`config.mk`:
```
export PLATFORM = sky130hd
export DESIGN_NAME = main_ctrl_fsm_flat
export DESIGN_NICKNAME = d
export VERILOG_FILES = /design/src/rtl/main_ctrl_fsm_if.sv /design/src/rtl/main_ctrl_fsm.sv /design/src/flat_wrapper.sv
export SDC_FILE = /design/constraint.sdc
export NUM_CORES = 1
export LEC_CHECK = 0
export ABC_CLOCK_PERIOD_IN_PS = 2900
export BUFFER_PORTS_ARGS = -buffer_cell sky130_fd_sc_hd__buf_2
export CAP_MARGIN = 20
export CELL_PAD_IN_SITES_DETAIL_PLACEMENT = 0
export CELL_PAD_IN_SITES_GLOBAL_PLACEMENT = 1
export CORE_MARGIN = 4
export CORE_UTILIZATION = 38
export CTS_CLUSTER_DIAMETER = 40
export DETAILED_ROUTE_END_ITERATION = 10
export GPL_TIMING_DRIVEN = 1
export HOLD_SLACK_MARGIN = 0.06
export PLACE_DENSITY_LB_ADDON = 0.1
export SYNTH_ARGS = -nofsm -noshare
export SYNTH_HDL_FRONTEND = slang
export SYNTH_SLANG_ARGS = --single-unit
```
`constraint.sdc`:
```
create_clock -name Clk -period 2.9 [get_ports Clk]
set_clock_uncertainty 0.05 [all_clocks]
set_input_delay 0.29 -clock Clk [delete_from_list [all_inputs] [get_ports Clk]]
set_output_delay 0.29 -clock Clk [all_outputs]
set_load 0.05 [all_outputs]
```
`src/rtl/main_ctrl_fsm_if.sv`:
```
// Control bundle of main_ctrl_fsm: instruction fields and MemReady in, datapath strobes out.
// The master side drives the instruction fields; the FSM is the slave.
interface main_ctrl_fsm_if;
    logic [5:0] Opcode;
    logic [5:0] Funct;
    logic       MemReady;
    logic       IRWrite;
    logic       PCWrite;
    logic       RegDst;
    logic       RegWrite;
    logic       ALUSrc;
    logic       MemRead;
    logic       MemWrite;
    logic       MemToReg;
    logic       Branch;
    logic       Jump;
    logic [2:0] ALUControl;
    logic       Illegal;
    logic [2:0] State;

    modport master (
        output Opcode, Funct, MemReady,
        input  IRWrite, PCWrite, RegDst, RegWrite, ALUSrc, MemRead, MemWrite,
               MemToReg, Branch, Jump, ALUControl, Illegal, State
    );

    modport slave (
        input  Opcode, Funct, MemReady,
        output IRWrite, PCWrite, RegDst, RegWrite, ALUSrc, MemRead, MemWrite,
               MemToReg, Branch, Jump, ALUControl, Illegal, State
    );
endinterface

```
`src/rtl/main_ctrl_fsm.sv`:
```
// Multicycle Moore controller: beq 3, R/addi/sw 4, lw 5 cycles from FETCH; MEM stalls until MemReady.
// Optional MAIN_CTRL_JUMP_EN makes op 0x02 (j) legal, resolved in DECODE in 2 cycles.
module main_ctrl_fsm (
    input  logic           Clk,
    input  logic           Res,
    main_ctrl_fsm_if.slave bus
);
    localparam logic [2:0] S_IDLE   = 3'd0;
    localparam logic [2:0] S_FETCH  = 3'd1;
    localparam logic [2:0] S_DECODE = 3'd2;
    localparam logic [2:0] S_EXEC   = 3'd3;
    localparam logic [2:0] S_MEM    = 3'd4;
    localparam logic [2:0] S_WB     = 3'd5;

    localparam logic [5:0] OP_RTYPE = 6'h00;
    localparam logic [5:0] OP_LW    = 6'h23;
    localparam logic [5:0] OP_SW    = 6'h2B;
    localparam logic [5:0] OP_BEQ   = 6'h04;
    localparam logic [5:0] OP_ADDI  = 6'h08;

    localparam logic [2:0] ALU_ADD = 3'b010;
    localparam logic [2:0] ALU_SUB = 3'b110;
    localparam logic [2:0] ALU_AND = 3'b000;
    localparam logic [2:0] ALU_OR  = 3'b001;
    localparam logic [2:0] ALU_SLT = 3'b111;

    logic [2:0] r_state;
    logic [2:0] w_next;
    logic [5:0] r_opcode;
    logic [5:0] r_funct;

    logic       w_is_r, w_is_lw, w_is_sw, w_is_beq, w_is_addi, w_is_j, w_legal;
    logic [2:0] w_alu_op;

    // Everything below decodes from the captured fields, never the live bus.
    assign w_is_lw   = (r_opcode == OP_LW);
    assign w_is_sw   = (r_opcode == OP_SW);
    assign w_is_beq  = (r_opcode == OP_BEQ);
    assign w_is_addi = (r_opcode == OP_ADDI);
    assign w_is_r    = (r_opcode == OP_RTYPE) &&
                       ((r_funct == 6'h20) || (r_funct == 6'h22) || (r_funct == 6'h24) ||
                        (r_funct == 6'h25) || (r_funct == 6'h2A));
`ifdef MAIN_CTRL_JUMP_EN
    localparam logic [5:0] OP_J = 6'h02;
    assign w_is_j    = (r_opcode == OP_J);
`else
    assign w_is_j    = 1'b0;
`endif
    assign w_legal   = w_is_r | w_is_lw | w_is_sw | w_is_beq | w_is_addi | w_is_j;

    always_comb begin
        w_alu_op = ALU_ADD;
        if (w_is_beq) begin
            w_alu_op = ALU_SUB;
        end else if (w_is_r) begin
            case (r_funct)
                6'h22:   w_alu_op = ALU_SUB;
                6'h24:   w_alu_op = ALU_AND;
                6'h25:   w_alu_op = ALU_OR;
                6'h2A:   w_alu_op = ALU_SLT;
                default: w_alu_op = ALU_ADD;
            endcase
        end
    end

    always_comb begin
        w_next = S_IDLE;
        case (r_state)
            S_IDLE:   w_next = S_FETCH;
            S_FETCH:  w_next = S_DECODE;
            S_DECODE: w_next = (w_legal && !w_is_j) ? S_EXEC : S_FETCH;
            S_EXEC:   w_next = w_is_beq ? S_FETCH : ((w_is_lw || w_is_sw) ? S_MEM : S_WB);
            S_MEM:    w_next = !bus.MemReady ? S_MEM : (w_is_lw ? S_WB : S_FETCH);
            S_WB:     w_next = S_FETCH;
            default:  w_next = S_IDLE;
        endcase
    end

    always_ff @(posedge Clk or negedge Res) begin
        if (!Res) begin
            r_state  <= S_IDLE;
            r_opcode <= 6'h00;
            r_funct  <= 6'h00;
        end else begin
            r_state <= w_next;
            if (r_state == S_FETCH) begin
                r_opcode <= bus.Opcode;
                r_funct  <= bus.Funct;
            end
        end
    end

    always_comb begin
        bus.IRWrite    = 1'b0;
        bus.PCWrite    = 1'b0;
        bus.RegDst     = 1'b0;
        bus.RegWrite   = 1'b0;
        bus.ALUSrc     = 1'b0;
        bus.MemRead    = 1'b0;
        bus.MemWrite   = 1'b0;
        bus.MemToReg   = 1'b0;
        bus.Branch     = 1'b0;
        bus.Jump       = 1'b0;
        bus.ALUControl = 3'b000;
        bus.Illegal    = 1'b0;
        case (r_state)
            S_FETCH: begin
                bus.IRWrite    = 1'b1;
                bus.PCWrite    = 1'b1;
                bus.ALUControl = ALU_ADD;
            end
            S_DECODE: begin
                bus.Illegal = !w_legal;
                bus.Jump    = w_is_j;
                bus.PCWrite = w_is_j;
            end
            S_EXEC: begin
                bus.ALUSrc     = w_is_lw | w_is_sw | w_is_addi;
                bus.Branch     = w_is_beq;
                bus.ALUControl = w_alu_op;
            end
            S_MEM: begin
                bus.ALUSrc     = 1'b1;
                bus.MemRead    = w_is_lw;
                bus.MemWrite   = w_is_sw;
                bus.ALUControl = w_alu_op;
            end
            // ALUControl stays on the op so the ALU result is still valid at write-back.
            S_WB: begin
                bus.RegWrite   = 1'b1;
                bus.RegDst     = w_is_r;
                bus.MemToReg   = w_is_lw;
                bus.ALUControl = w_alu_op;
            end
            default: ;
        endcase
    end

    assign bus.State = r_state;
endmodule
```
`src/flat_wrapper.sv`:
```
// flat-port wrapper written by rule: the top's interface ports become plain ports
module main_ctrl_fsm_flat 
  (Clk, Res, bus_Opcode, bus_Funct, bus_MemReady, bus_IRWrite, bus_PCWrite, bus_RegDst, bus_RegWrite, bus_ALUSrc, bus_MemRead, bus_MemWrite, bus_MemToReg, bus_Branch, bus_Jump, bus_ALUControl, bus_Illegal, bus_State);
  main_ctrl_fsm_if bus_i ();
  input  logic Clk;
  input  logic Res;
  input wire logic [$bits(bus_i.Opcode)-1:0] bus_Opcode;
  input wire logic [$bits(bus_i.Funct)-1:0] bus_Funct;
  input wire logic [$bits(bus_i.MemReady)-1:0] bus_MemReady;
  output wire logic [$bits(bus_i.IRWrite)-1:0] bus_IRWrite;
  output wire logic [$bits(bus_i.PCWrite)-1:0] bus_PCWrite;
  output wire logic [$bits(bus_i.RegDst)-1:0] bus_RegDst;
  output wire logic [$bits(bus_i.RegWrite)-1:0] bus_RegWrite;
  output wire logic [$bits(bus_i.ALUSrc)-1:0] bus_ALUSrc;
  output wire logic [$bits(bus_i.MemRead)-1:0] bus_MemRead;
  output wire logic [$bits(bus_i.MemWrite)-1:0] bus_MemWrite;
  output wire logic [$bits(bus_i.MemToReg)-1:0] bus_MemToReg;
  output wire logic [$bits(bus_i.Branch)-1:0] bus_Branch;
  output wire logic [$bits(bus_i.Jump)-1:0] bus_Jump;
  output wire logic [$bits(bus_i.ALUControl)-1:0] bus_ALUControl;
  output wire logic [$bits(bus_i.Illegal)-1:0] bus_Illegal;
  output wire logic [$bits(bus_i.State)-1:0] bus_State;
  assign bus_i.Opcode = bus_Opcode;
  assign bus_i.Funct = bus_Funct;
  assign bus_i.MemReady = bus_MemReady;
  assign bus_IRWrite = bus_i.IRWrite;
  assign bus_PCWrite = bus_i.PCWrite;
  assign bus_RegDst = bus_i.RegDst;
  assign bus_RegWrite = bus_i.RegWrite;
  assign bus_ALUSrc = bus_i.ALUSrc;
  assign bus_MemRead = bus_i.MemRead;
  assign bus_MemWrite = bus_i.MemWrite;
  assign bus_MemToReg = bus_i.MemToReg;
  assign bus_Branch = bus_i.Branch;
  assign bus_Jump = bus_i.Jump;
  assign bus_ALUControl = bus_i.ALUControl;
  assign bus_Illegal = bus_i.Illegal;
  assign bus_State = bus_i.State;
  main_ctrl_fsm u_core (.Clk(Clk), .Res(Res), .bus(bus_i));
endmodule
```
# Yosys cells after proc, flatten, opt, wreduce, memory -nomap -nowiden
# Cells that the tools add are included.
[word_totals]
regBits = 15
out_inout_bits = 17
inputBits = 15
elab_cells = 53
[op_classes]
n_eq_ne = 14
n_bitwise = 6
muxes = 19
reduce_logical = 11
[ops]
columns = ["op", "n"]
rows = [
  ["equality test 6 bit, second input constant", 7],
  ["two-way mux 3 bit", 5],
  ["one-hot mux 3 bit (5 select lines)", 1],
  ["one-hot mux 3 bit (4 select lines)", 1],
  ["two-way mux 1 bit", 9],
  ["equality test 3 x 2 -> 1 bit, second input constant", 2],
  ["equality test 3 bit, second input constant", 2],
  ["equality test 6 x 3 -> 1 bit, second input constant", 1],
  ["equality test 6 x 4 -> 1 bit, second input constant", 1],
  ["logical NOT 6 bit", 1],
  ["bitwise OR 1 bit", 6],
  ["one-hot mux 3 bit (2 select lines)", 1],
  ["logical OR 1 bit", 5],
  ["equality test 3 x 1 -> 1 bit, second input constant", 1],
  ["logical NOT 3 bit", 1],
  ["OR reduction 3 bit", 1],
  ["two-way mux 2 bit", 1],
  ["one-hot mux 1 bit (2 select lines)", 1],
  ["OR reduction 2 bit", 1],
  ["logical AND 1 bit", 1],
  ["logical NOT 1 bit", 1],
]

# Longest topological paths before layout
# Gate-level depths: netlist of the first run.
[depth]
word_depth = 12
mapped_depth = 5
mapped_depth_nobuf = 4

# Worst setup path after synthesis of the first run
# No wires, ideal clock.
[synth_timing]
kind = "flip-flop to output port"
startpoint = "register u_core.r_state[0], in the netlist u_core.bus.State[0]"
endpoint = "output port bus_ALUSrc"
t_required_ns = 2.560
path_slack_ns = -0.239
stages_incl_launch_ff = 5
arrival_ns = 2.799
n_path_buf = 0
cell_sequence = "dfrtp_1 inv_1 nor2_1 nand2_1 o41ai_1"
[synth_between]
elab_chain_cells = 2
word_cells_on_any_way = 3
cone_classes = "2 x eq/ne; 1 x mux"
[synth_rtl]
columns = ["item", "line", "text"]
rows = [
  ["start: declaration", "main_ctrl_fsm.sv:27", "logic [2:0] r_state;"],
  ["start signal: assignment", "main_ctrl_fsm.sv:85", "r_state <= w_next;"],
  ["equality test 3 bit / equality test 3 x 2 -> 1 bit (equally long branches)", "main_ctrl_fsm.sv:106", "case (r_state)"],
  ["one-hot mux 1 bit (2 select lines) *", "main_ctrl_fsm.sv:106", ""],
  ["end: declaration", "flat_wrapper.sv:14", "output wire logic [$bits(bus_i.ALUSrc)-1:0] bus_ALUSrc;"],
]
# Every way passes the cells marked *; elsewhere a longest branch is shown, timed or not.

# Final worst setup path of the first run
[layout_timing]
startpoint = "register u_core.r_opcode[4]"
endpoint = "output port bus_Illegal"
[layout_between]
elab_chain_cells = 8
word_cells_on_any_way = 12
cone_classes = "4 x eq/ne; 1 x mux; 4 x bitwise; 3 x reduce/logical"
[layout_rtl]
columns = ["item", "line", "text"]
rows = [
  ["start: declaration", "main_ctrl_fsm.sv:29", "logic [5:0] r_opcode;"],
  ["start signal: assignment", "main_ctrl_fsm.sv:87", "r_opcode <= bus.Opcode;"],
  ["logical NOT 6 bit", "main_ctrl_fsm.sv:40", "assign w_is_r = (r_opcode == OP_RTYPE) &&"],
  ["logical AND 1 bit", "main_ctrl_fsm.sv:40", ""],
  ["bitwise OR 1 bit (3 in series)", "main_ctrl_fsm.sv:49", "assign w_legal = w_is_r | w_is_lw | w_is_sw | w_is_beq | w_is_addi | w_is_j;"],
  ["bitwise OR 1 bit *", "main_ctrl_fsm.sv:49", ""],
  ["logical NOT 1 bit *", "main_ctrl_fsm.sv:113", "bus.Illegal = !w_legal;"],
  ["two-way mux 1 bit *", "main_ctrl_fsm.sv:106", ""],
  ["end: declaration", "flat_wrapper.sv:21", "output wire logic [$bits(bus_i.Illegal)-1:0] bus_Illegal;"],
]
# Marks and branches as above.

==> impl_results.md, run 1 <==
- Run status: finished clean
- Share of post-route cells with drive strength above 1: a little under half
- Antenna violations before repair: 0
- Required time of the critical path: 2560 ps
- RSZ-0062 raised after global routing: no
- Die height: 55.39 um
- Top Ports: 32
- Mean cell area of the mapped netlist: 10.28 um2
- Critical path start-end classification: register to output port
- Total standard cell area after synthesis: roughly 850 um2
- Startpoint of the lowest-slack register-to-register path: u_core.r_opcode[5]$_DFFE_PN0P_
- Final Critical Period: around 2600 ps
- Avg WL per Cell: 13.19 um
- Highest Clock Rate: 385.8 MHz
- Post-layout net count: between 100 and 150
- Clock Tree Buf Depth: 2
- Filler-free cell count of the finished design: 142
- Half-perimeter wire length after detailed placement: about 1500 um
- Post-route fraction of the period consumed by the critical path: between 80% and 90%
- Worst-case vdd ir drop: approximately 0.00056 V
- Clk pin slew, worst setup/hold paths: 100 ps
- Vias in the first global route: 714
- Dominant combinational cell family by area after synthesis: simple AND/OR/NAND/NOR gates
- Reg-to-reg slack, setup: 1030 ps
- CTS tree: yes
- Aggregate global-route resource usage: 12.62%
- Global-route wire length before repair: between 3000 and 4000 um
- Cell count after synthesis: 83
- Capture point of the worst path: bus_Illegal
- Cell total after placement: 137
- Static leakage: 0.4964 nW
- Count of state elements after synthesis: 15
- First drt pass iteration count: 4
- First DRT Iteration DRCs: 7
- H-tree Lvls: 1
- Number of enable-type register cells in the synthesized netlist: 0
- Total congestion overflow after global routing: 0
- Reg2Reg Depth: 4
- Clock latency at the later pin of the worst-skew pair: ~280 ps
- Parity-gate share of the synthesized area counting xor and xnor cells: about 1.0%
- Worst setup path startpoint: u_core.r_opcode[4]$_DFFE_PN0P_
- Count of final max-slew check failures: 0
- Number of warning messages in the yosys log: 0
- Simple-Gate Fraction of Synth Area: 24.78%
- Final Hold Viols: 0
- Post-synthesis adder-cell area fraction: 0%
- Gp weighted congestion: 0.7850
- Sink Count: 15
- Arrival time at the worst endpoint: roughly 2300 ps
- Remaining routing DRC violations: 0
- Max_cap viols: 0
- Most frequent cells in the layout: 30 x buf_2, 15 x dfrtp_1, 12 x mux2_2
- Vias/cell: roughly 5.2
- Fraction of the mapped netlist area in compound gates: 9.824%
- Maximum number of pins on one net before global-route repair: 16
- Die outline width: 55.39 um
- Post-route setup TNS: 0 ps
- Layout-stage area growth over the synthesis result: 24.93%
- Clock root cell: clkbuf_4
- CTS resizes: 0
- Initial Util: 41.79%
- Area enclosed by the die boundary: 3068 um2
- Power density relative to cell area: 1188 nW/um2
- Sum of routed wire length over all layers: 1873 um
- Crit. End Element: output port
- Placeable core region: 2042 um2
- Async set-reset flop share out of synthesis: between 90% and 100%
- Finish-stage setup viols: 0
- Sequential-to-total area share from yosys stat: 43.99%
- Worst relative slew slack: 66.29%
- Transition time at the pin with the least slew margin: just over 500 ps
- Mux share of post-synthesis cell area: 15.84%
- Worst flop-to-flop path endpoint: u_core.bus.State[2]$_DFF_PN0_
- Floorplan row count: 16
- FILL cells: 218
- Total number of vias: between 700 and 800
- Dominant register cell in the synthesized netlist: dfrtp_1
- Crit Path Max Fanout: 6
- Number of nets produced by synthesis: 98
- Hold Path Class: input port to register
- Commonest non-fill, non-tap cell in the layout: buf_2
- Number of buffers inserted by port buffering: 30
- Final ANT Viol Nets: 0
- Antenna diode instance count: 0
- Critical path launch point type: register
- Clock buffers created by TritonCTS: 3
- Library cells used by synthesis: 33
critical path, cell delays in order (launching register included):
cell	delay, ps
dfrtp_1	450
or4b_4	570
nor4_4	360
and3b_1	230
and3_1	160
buf_2	200
power by group:
group / total, mW / internal [mW] / switching [mW]
logic: 0.685 / 0.264 / 0.421
clock network: 0.120 / 0.0511 / 0.0694
registers: 0.460 / 0.315 / 0.145
metrics by stage:
step	setup WS, ps	total power, mW	util [%]	cell area, um2	hold slack, ps
finish	308.2	1.266	52.21	1066	157.9
global route	197.8	1.362	52.21	1066	177.3
CTS	287.4	1.281	52.21	1066	154.4
detailed placement	608.9	1.157	50.37	1028	166.0
global placement	647.0	1.142	50.37	1028	168.3
floorplan	19.07	1.010	-	860.8	-55.59
flip-flops by register name (all words and copies together), names as in the netlist:
name,cells
u_core.bus.State,3
u_core.r_funct,6
u_core.r_opcode,6
how the worst min path moves through the flow:
stage	start	end	slack, ps	depth (start not counted)
2_1_floorplan	Res	u_core.bus.State[0]$_DFF_PN0_	-60	0
3_3_place_gp	Res	u_core.bus.State[0]$_DFF_PN0_	170	1
3_5_place_dp	Res	u_core.bus.State[0]$_DFF_PN0_	170	1
4_1_cts	bus_Opcode[3]	u_core.r_opcode[3]$_DFFE_PN0P_	150	3
5_1_grt	bus_Opcode[4]	u_core.r_opcode[4]$_DFFE_PN0P_	180	2
6_report	bus_Opcode[3]	u_core.r_opcode[3]$_DFFE_PN0P_	160	3
timing repair:
action                                 CTS  global route
setup buffers                            0             0
endpoints found under the hold margin   15             0
setup endpoints to repair                0             0
hold buffers                             1             0
per-layer routing:
layer | global-route usage (%) | wire [um] | part of all wire [%] | vias up
li1 | - | - | - | 365
met1 | 16.69 | 844 | 45 | 347
met2 | 20.61 | 914 | 49 | 21
met3 | 3.730 | 114 | 6.1 | 0
met4 | 2.083 | 0 | 0 | 0
met5 | 0 | 0 | 0 | -
area by class of cell:
type                    count  area [um2]  share of cell area (%)
inverters                   3       11.26                   1.056
flip-flops and latches     15       375.4                   35.21
clock inverters             1       5.005                  0.4695
clock buffers               3       22.52                   2.113
multi-input cells          61       450.4                   42.25
repair buffers             32       167.7                   15.73
well taps                  27       33.78                   3.169
cell usage after synthesis (all sizes together), types with 2 or more instances:
master  instances  area [um2]
o21ai           2       10.01
buf             3       20.01
inv             3       11.26
nor3            5       30.03
nor4            3       33.78
o21bai          2       15.01
and3            2       13.77
nand2           6       22.52
nand3           2       10.01
nor2b           2       12.51
dfrtp          15       375.4
a21oi           4       20.02
nor2            7       26.28
mux2           12       135.1
cell families (layout without fill, tap and decap cells):
logic type                Yosys count  count (layout)
xor gates and xnor gates            1               1
and+or+nand+nor                    34              34
muxes                              12              12
DFF                                15              15
AOI/OAI and AO/OA                  13              13
other                               1               1
buffers and inverters               7              39
No activity file was read; power rests on OpenSTA's default activity.
==> inputs of run 2 (changes only) <==
CORE_MARGIN = 1.5   (was 4)
==> run 2 against run 1 <==
Net effect: design area is 0.12% lower; largest power group unchanged; die area decreased by 17%; core utilization is 0.061 points lower; critical endpoint unchanged; fmax about the same.
==> impl_results.md, run 2 (synthesis results as in run 1) <==
- Total number of vias: 728 (-0.68%)
- Clock buffers created by TritonCTS: 3 (unchanged)
- Number of buffers inserted by port buffering: 30 (unchanged)
- Worst Hold Depth: 3 (unchanged)
- Met2 usage: 24.12% (+3.5 points)
- Clock root cell: clkbuf_4
- Top Ports: 32 (unchanged)
- Origin of the worst min-delay path: bus_Opcode[3]
- Final ANT Viol Nets: 0 (unchanged)
- Critical path start-end classification: register to output port
- Sink Count: 15 (unchanged)
- Die height: 50.39 um (-9.0%)
- Met1 usage in global routing: 18.71% (+2.0 points)
- RSZ-0062 raised after global routing: no
- Utilization after layout: 52.14% (-0.061 points)
- Arrival time at the worst endpoint: 2250 ps (about the same)
- Aggregate global-route resource usage: 15.08% (+2.5 points)
- First drt pass iteration count: 2 (-2)
- Worst flop-to-flop path endpoint: u_core.bus.State[2]$_DFF_PN0_
- Met3 routing resource usage after global routing: 4.464% (+0.73 points)
- Clock Tree Buf Depth: 2 (unchanged)
- Initial Util: 41.79% (unchanged)
- Post-route fraction of the period consumed by the critical path: 89.34% (about the same)
- Reg2Reg Depth: 4 (unchanged)
- Total congestion overflow after global routing: 0 (unchanged)
- Remaining routing DRC violations: 0 (unchanged)
- Power density relative to cell area: 1184 nW/um2 (-0.30%)
- Die outline width: 50.39 um (-9.0%)
- Reg-to-reg slack, setup: 1030 ps (about the same)
- Final Hold Viols: 0 (unchanged)
- Maximum number of pins on one net before global-route repair: 18 (+2)
- Sum of routed wire length over all layers: 1751 um (-6.5%)
- Vias/cell: 5.127 (-0.68%)
- Crit Path Max Fanout: 6 (unchanged)
- Antenna violations before repair: 0 (unchanged)
- Area enclosed by the die boundary: 2539 um2 (-17%)
- Clk pin slew, worst setup/hold paths: 100 ps (about the same)
- First DRT Iteration DRCs: 11 (+4)
- Avg WL per Cell: 12.33 um (-6.5%)
- Worst Hold Path EP: u_core.r_opcode[3]$_DFFE_PN0P_
- Count of final max-slew check failures: 0 (unchanged)
- Crit. End Element: output port
- Gp weighted congestion: 0.7788 (-0.79%)
- Critical path launch point type: register
- Global-route wire length before repair: 2835 um (-11%)
- Commonest non-fill, non-tap cell in the layout: buf_2
- Required time of the critical path: 2560 ps (about the same)
- H-tree Lvls: 1 (unchanged)
- Antenna diode instance count: 0 (unchanged)
- Startpoint of the lowest-slack register-to-register path: u_core.r_opcode[5]$_DFFE_PN0P_
- Highest Clock Rate: 386.0 MHz (about the same)
- Worst-case vdd ir drop: 0.0006512 V (+17%)
- Clock latency at the later pin of the worst-skew pair: 280 ps (about the same)
- Run status: finished clean
- Max_cap viols: 0 (unchanged)
- Finish-stage setup viols: 0 (unchanged)
- Layout-stage area growth over the synthesis result: 24.78%
- Most frequent cells in the layout: 30 x buf_2, 15 x dfrtp_1, 12 x mux2_2
- CTS tree: yes
- Share of post-route cells with drive strength above 1: 46.09% (-0.87 points)
- Post-route setup TNS: 0 ps (unchanged)
- Static leakage: 0.4937 nW (-0.55%)
- Post-layout net count: 131 (unchanged)
- Hold Path Class: input port to register
- Final Critical Period: 2591 ps (-0.9560 ps)
- Floorplan row count: 16 (unchanged)
- Vias in the first global route: 641 (-10%)
- Post-CTS Setup Inserts: 0 (unchanged)
- Half-perimeter wire length after detailed placement: 1342 um (-10%)
- Placeable core region: 2042 um2 (unchanged)
- Most Crowded Layer GR: met2
[run 2: cell types whose count changed in the layout (fill, tap and decap cells not counted)]
cell | before | now
clkinv_2 | 1 | 0
clkbuf_1 | 0 | 1
[run 2: area by class of cell]
| cell class | instances | area (um2) |
|---|---|---|
| Fill cell | 222 | 977.2 |
| Timing Repair Buffer | 32 | 167.7 |
| Inverter | 3 | 11.26 |
| Multi-Input combinational cell | 61 | 450.4 |
| Tap cell | 27 | 33.78 |
| Sequential cell | 15 | 375.4 |
| Clock buffer | 4 | 26.28 |
[run 2: how the worst max path moves through the flow]
stage	start	to	slack (ps)	cells after the start
6_report	u_core.r_opcode[4]$_DFFE_PN0P_	bus_Illegal	310	5
5_1_grt	u_core.r_opcode[4]$_DFFE_PN0P_	bus_Illegal	190	5
3_3_place_gp	u_core.r_opcode[5]$_DFFE_PN0P_	bus_ALUControl[2]	650	4
3_5_place_dp	u_core.r_opcode[4]$_DFFE_PN0P_	bus_Illegal	620	5
2_1_floorplan	u_core.bus.State[0]$_DFF_PN0_	bus_ALUControl[1]	20	5
4_1_cts	u_core.r_opcode[4]$_DFFE_PN0P_	bus_Illegal	290	5
[run 2: what timing repair did]
action                    in CTS  in global routing
hold endpoints to repair      15                  0
hold buffers                   1                  0
gates resized for setup        0                  0
[run 2: critical path, stage by stage (launching register included)]
cell and delay [ps]:
dfrtp_1 450, or4b_4 570, nor4_4 360, and3b_1 230, and3_1 160, buf_2 200
[run 2: where the power goes]
part	switching (mW)	internal, mW
sequential	0.143	0.315
clock	0.0687	0.0533
combinational	0.416	0.264
[run 2: routing by layer]
metal	part of all wire, %	up-vias
met3	6.4	2
met5	0	-
met2	47	21
met1	46	339
li1	-	366
met4	0.57	0
[run 2: per-stage QoR]
step                      power (mW)  cells  instance area (um2)  hold slack (ps)  setup slack (ps)
after floorplan                1.010     83                860.8           -55.59             19.07
after global placement         1.141    137                 1028            168.7             645.3
after detailed placement       1.152    137                 1028            170.9             616.0
after CTS                      1.276    142                 1065            150.8             294.4
after global routing           1.352    142                 1065            153.4             192.3
final                          1.261    142                 1065            152.1             309.2
==> inputs of run 3 (changes only) <==
RECOVER_POWER = 50   (was default)
==> run 3 against run 2 <==
Net effect: global-route usage did not move; fmax barely moved; combinational power decreased by 2%; largest cell class unchanged; highest routed layer unchanged.
==> impl_results.md, run 3 (synthesis results as in run 1) <==
- Run status: finished clean
- Static leakage: 0.4776 nW (-3.3%)
- Clk pin slew, worst setup/hold paths: 100 ps (about the same)
- Aggregate global-route resource usage: 15.08% (unchanged)
- Clock root cell: clkbuf_4
- Area taken by multi-input logic gates: 450.4 um2 (unchanged)
- Power density relative to cell area: 1182 nW/um2 (-0.14%)
- Placeable core region: 2042 um2 (unchanged)
- Max_cap viols: 0 (unchanged)
- Floorplan row count: 16 (unchanged)
- Vias in the first global route: 641 (unchanged)
- Total number of vias: 729 (+0.14%)
- Worst relative slew slack: 43.93%
- Required time of the critical path: 2560 ps (about the same)
- CTS resizes: 0 (unchanged)
- Remaining routing DRC violations: 0 (unchanged)
- Filler-free cell count of the finished design: 142 (unchanged)
- Initial Util: 41.79% (unchanged)
- Antenna diode instance count: 0 (unchanged)
- Antenna violations before repair: 0 (unchanged)
- First drt pass iteration count: 2 (unchanged)
- Register area: 375.4 um2 (unchanged)
- Worst-case vdd ir drop: 0.0006371 V (-2.2%)
- Half-perimeter wire length after detailed placement: 1342 um (unchanged)
- Clock Tree Buf Depth: 2 (unchanged)
- Top Ports: 32 (unchanged)
- Critical path launch point type: register
- Critical path start-end classification: register to output port
- Crit-path max cell delay: 570 ps (about the same)
- Gp weighted congestion: 0.7788 (unchanged)
- Post-CTS Setup Inserts: 0 (unchanged)
- Commonest non-fill, non-tap cell in the layout: buf_2
- Post-layout net count: 131 (unchanged)
- Final Critical Period: 2591 ps (+0.03600 ps)
- Avg WL per Cell: 12.37 um (+0.29%)
- Layout-stage area growth over the synthesis result: 23.75%
- RSZ-0062 raised after global routing: no
- Count of final max-slew check failures: 0 (unchanged)
- Area enclosed by the die boundary: 2539 um2 (unchanged)
- Worst Hold Depth: 3 (unchanged)
- Final Hold Viols: 0 (unchanged)
- Crit. End Element: output port
- Clock buffers created by TritonCTS: 3 (unchanged)
- Arrival time at the worst endpoint: 2250 ps (about the same)
- CTS tree: yes
- Maximum number of pins on one net before global-route repair: 18 (unchanged)
- Origin of the worst min-delay path: bus_Opcode[3]
- Total congestion overflow after global routing: 0 (unchanged)
- Worst Hold Path EP: u_core.r_opcode[3]$_DFFE_PN0P_
- FILL cells: 227 (+2.3%)
- Transition time at the pin with the least slew margin: 841.1 ps
- Clock latency at the later pin of the worst-skew pair: 280 ps (about the same)
- Cell total after placement: 137 (unchanged)
- H-tree Lvls: 1 (unchanged)
- Hold Path Class: input port to register
- Most frequent cells in the layout: 26 x buf_2, 15 x dfrtp_1, 12 x mux2_2
- First DRT Iteration DRCs: 10 (-1)
- Final ANT Viol Nets: 0 (unchanged)
- Die height: 50.39 um (unchanged)
- Post-route setup TNS: 0 ps (unchanged)
- Number of buffers inserted by port buffering: 30 (unchanged)
- Reg2Reg Depth: 4 (unchanged)
- Finish-stage setup viols: 0 (unchanged)
- Share of post-route cells with drive strength above 1: 41.74% (-4.3 points)
- Critical-path top delay cell: or4b_4
- Sum of routed wire length over all layers: 1756 um (+0.29%)
- Cells traversed along the worst timing path: or4b_4 > nor4_4 > and3b_1 > and3_1 > buf_2
- Vias/cell: 5.134 (+0.14%)
- Sink Count: 15 (unchanged)
- Startpoint of the lowest-slack register-to-register path: u_core.bus.State[0]$_DFF_PN0_
- Worst flop-to-flop path endpoint: u_core.r_funct[5]$_DFFE_PN0P_
- Crit Path Max Fanout: 6 (unchanged)
- Total of hold buffers inserted after clock tree synthesis: 1 (unchanged)
- Global-route wire length before repair: 2835 um (unchanged)
- Post-route fraction of the period consumed by the critical path: 89.34% (about the same)
- Die outline width: 50.39 um (unchanged)
- Reg-to-reg slack, setup: 1010 ps (-20 ps)
- Worst setup path startpoint: u_core.r_opcode[4]$_DFFE_PN0P_
- Highest Clock Rate: 386.0 MHz (about the same)
==> run 3: cell count changes in the layout (fill, tap and decap cells not counted) <==
cell / change
clkbuf_1: +5
buf_4: -1
buf_2: -4
==> run 3: power by group <==
part | switching, mW | internal (mW) | leakage, nW | total, mW
Clock | 0.0686 | 0.0533 | 0.0150 | 0.122
Sequential | 0.144 | 0.315 | 0.177 | 0.459
Combinational | 0.416 | 0.252 | 0.285 | 0.668
==> run 3: final cells by class <==
| cell class | count | share of cell area (%) |
|---|---|---|
| clock buffer | 4 | 2.488 |
| multi-input combinational | 61 | 42.65 |
| timing repair buffer | 32 | 15.05 |
| sequential | 15 | 35.55 |
| tap | 27 | 3.199 |
| inverter | 3 | 1.066 |
==> run 3: how the worst max path moves through the flow <==
stage                        end  slack, ps  cells past startpoint
4_1_cts              bus_Illegal        290                      5
2_1_floorplan  bus_ALUControl[1]         20                      5
3_5_place_dp         bus_Illegal        620                      5
3_3_place_gp   bus_ALUControl[2]        650                      4
6_report             bus_Illegal        310                      5
5_1_grt        bus_ALUControl[1]        130                      6
==> run 3: metrics by stage <==
step                power [mW]  util [%]  instance area [um2]  setup WS [ps]  hold slack, ps
floorplan                1.010         -                860.8          19.07          -55.59
global placement         1.141     50.37                 1028          645.3           168.7
detailed placement       1.152     50.37                 1028          616.0           170.9
CTS                      1.276     52.14                 1065          294.4           150.8
global route             1.341     51.72                 1056          130.0           153.4
finish                   1.249     51.72                 1056          309.1           152.2
==> run 3: layer usage <==
metal	part of all wire (%)	wire [um]	GRT usage, %	vias to the layer above
li1	-	-	-	366
met1	45	798	18.71	340
met2	47	832	24.12	21
met4	0.57	10	6.757	0
met5	0	0	0	-
met3	6.4	113	4.464	2
==> run 3: worst max-delay path, delay by kind of cell, from the launching register on <==
kind	cells	cell delay (ps)
buf+inv	1	200
simple gates	4	1320
flops	1	450
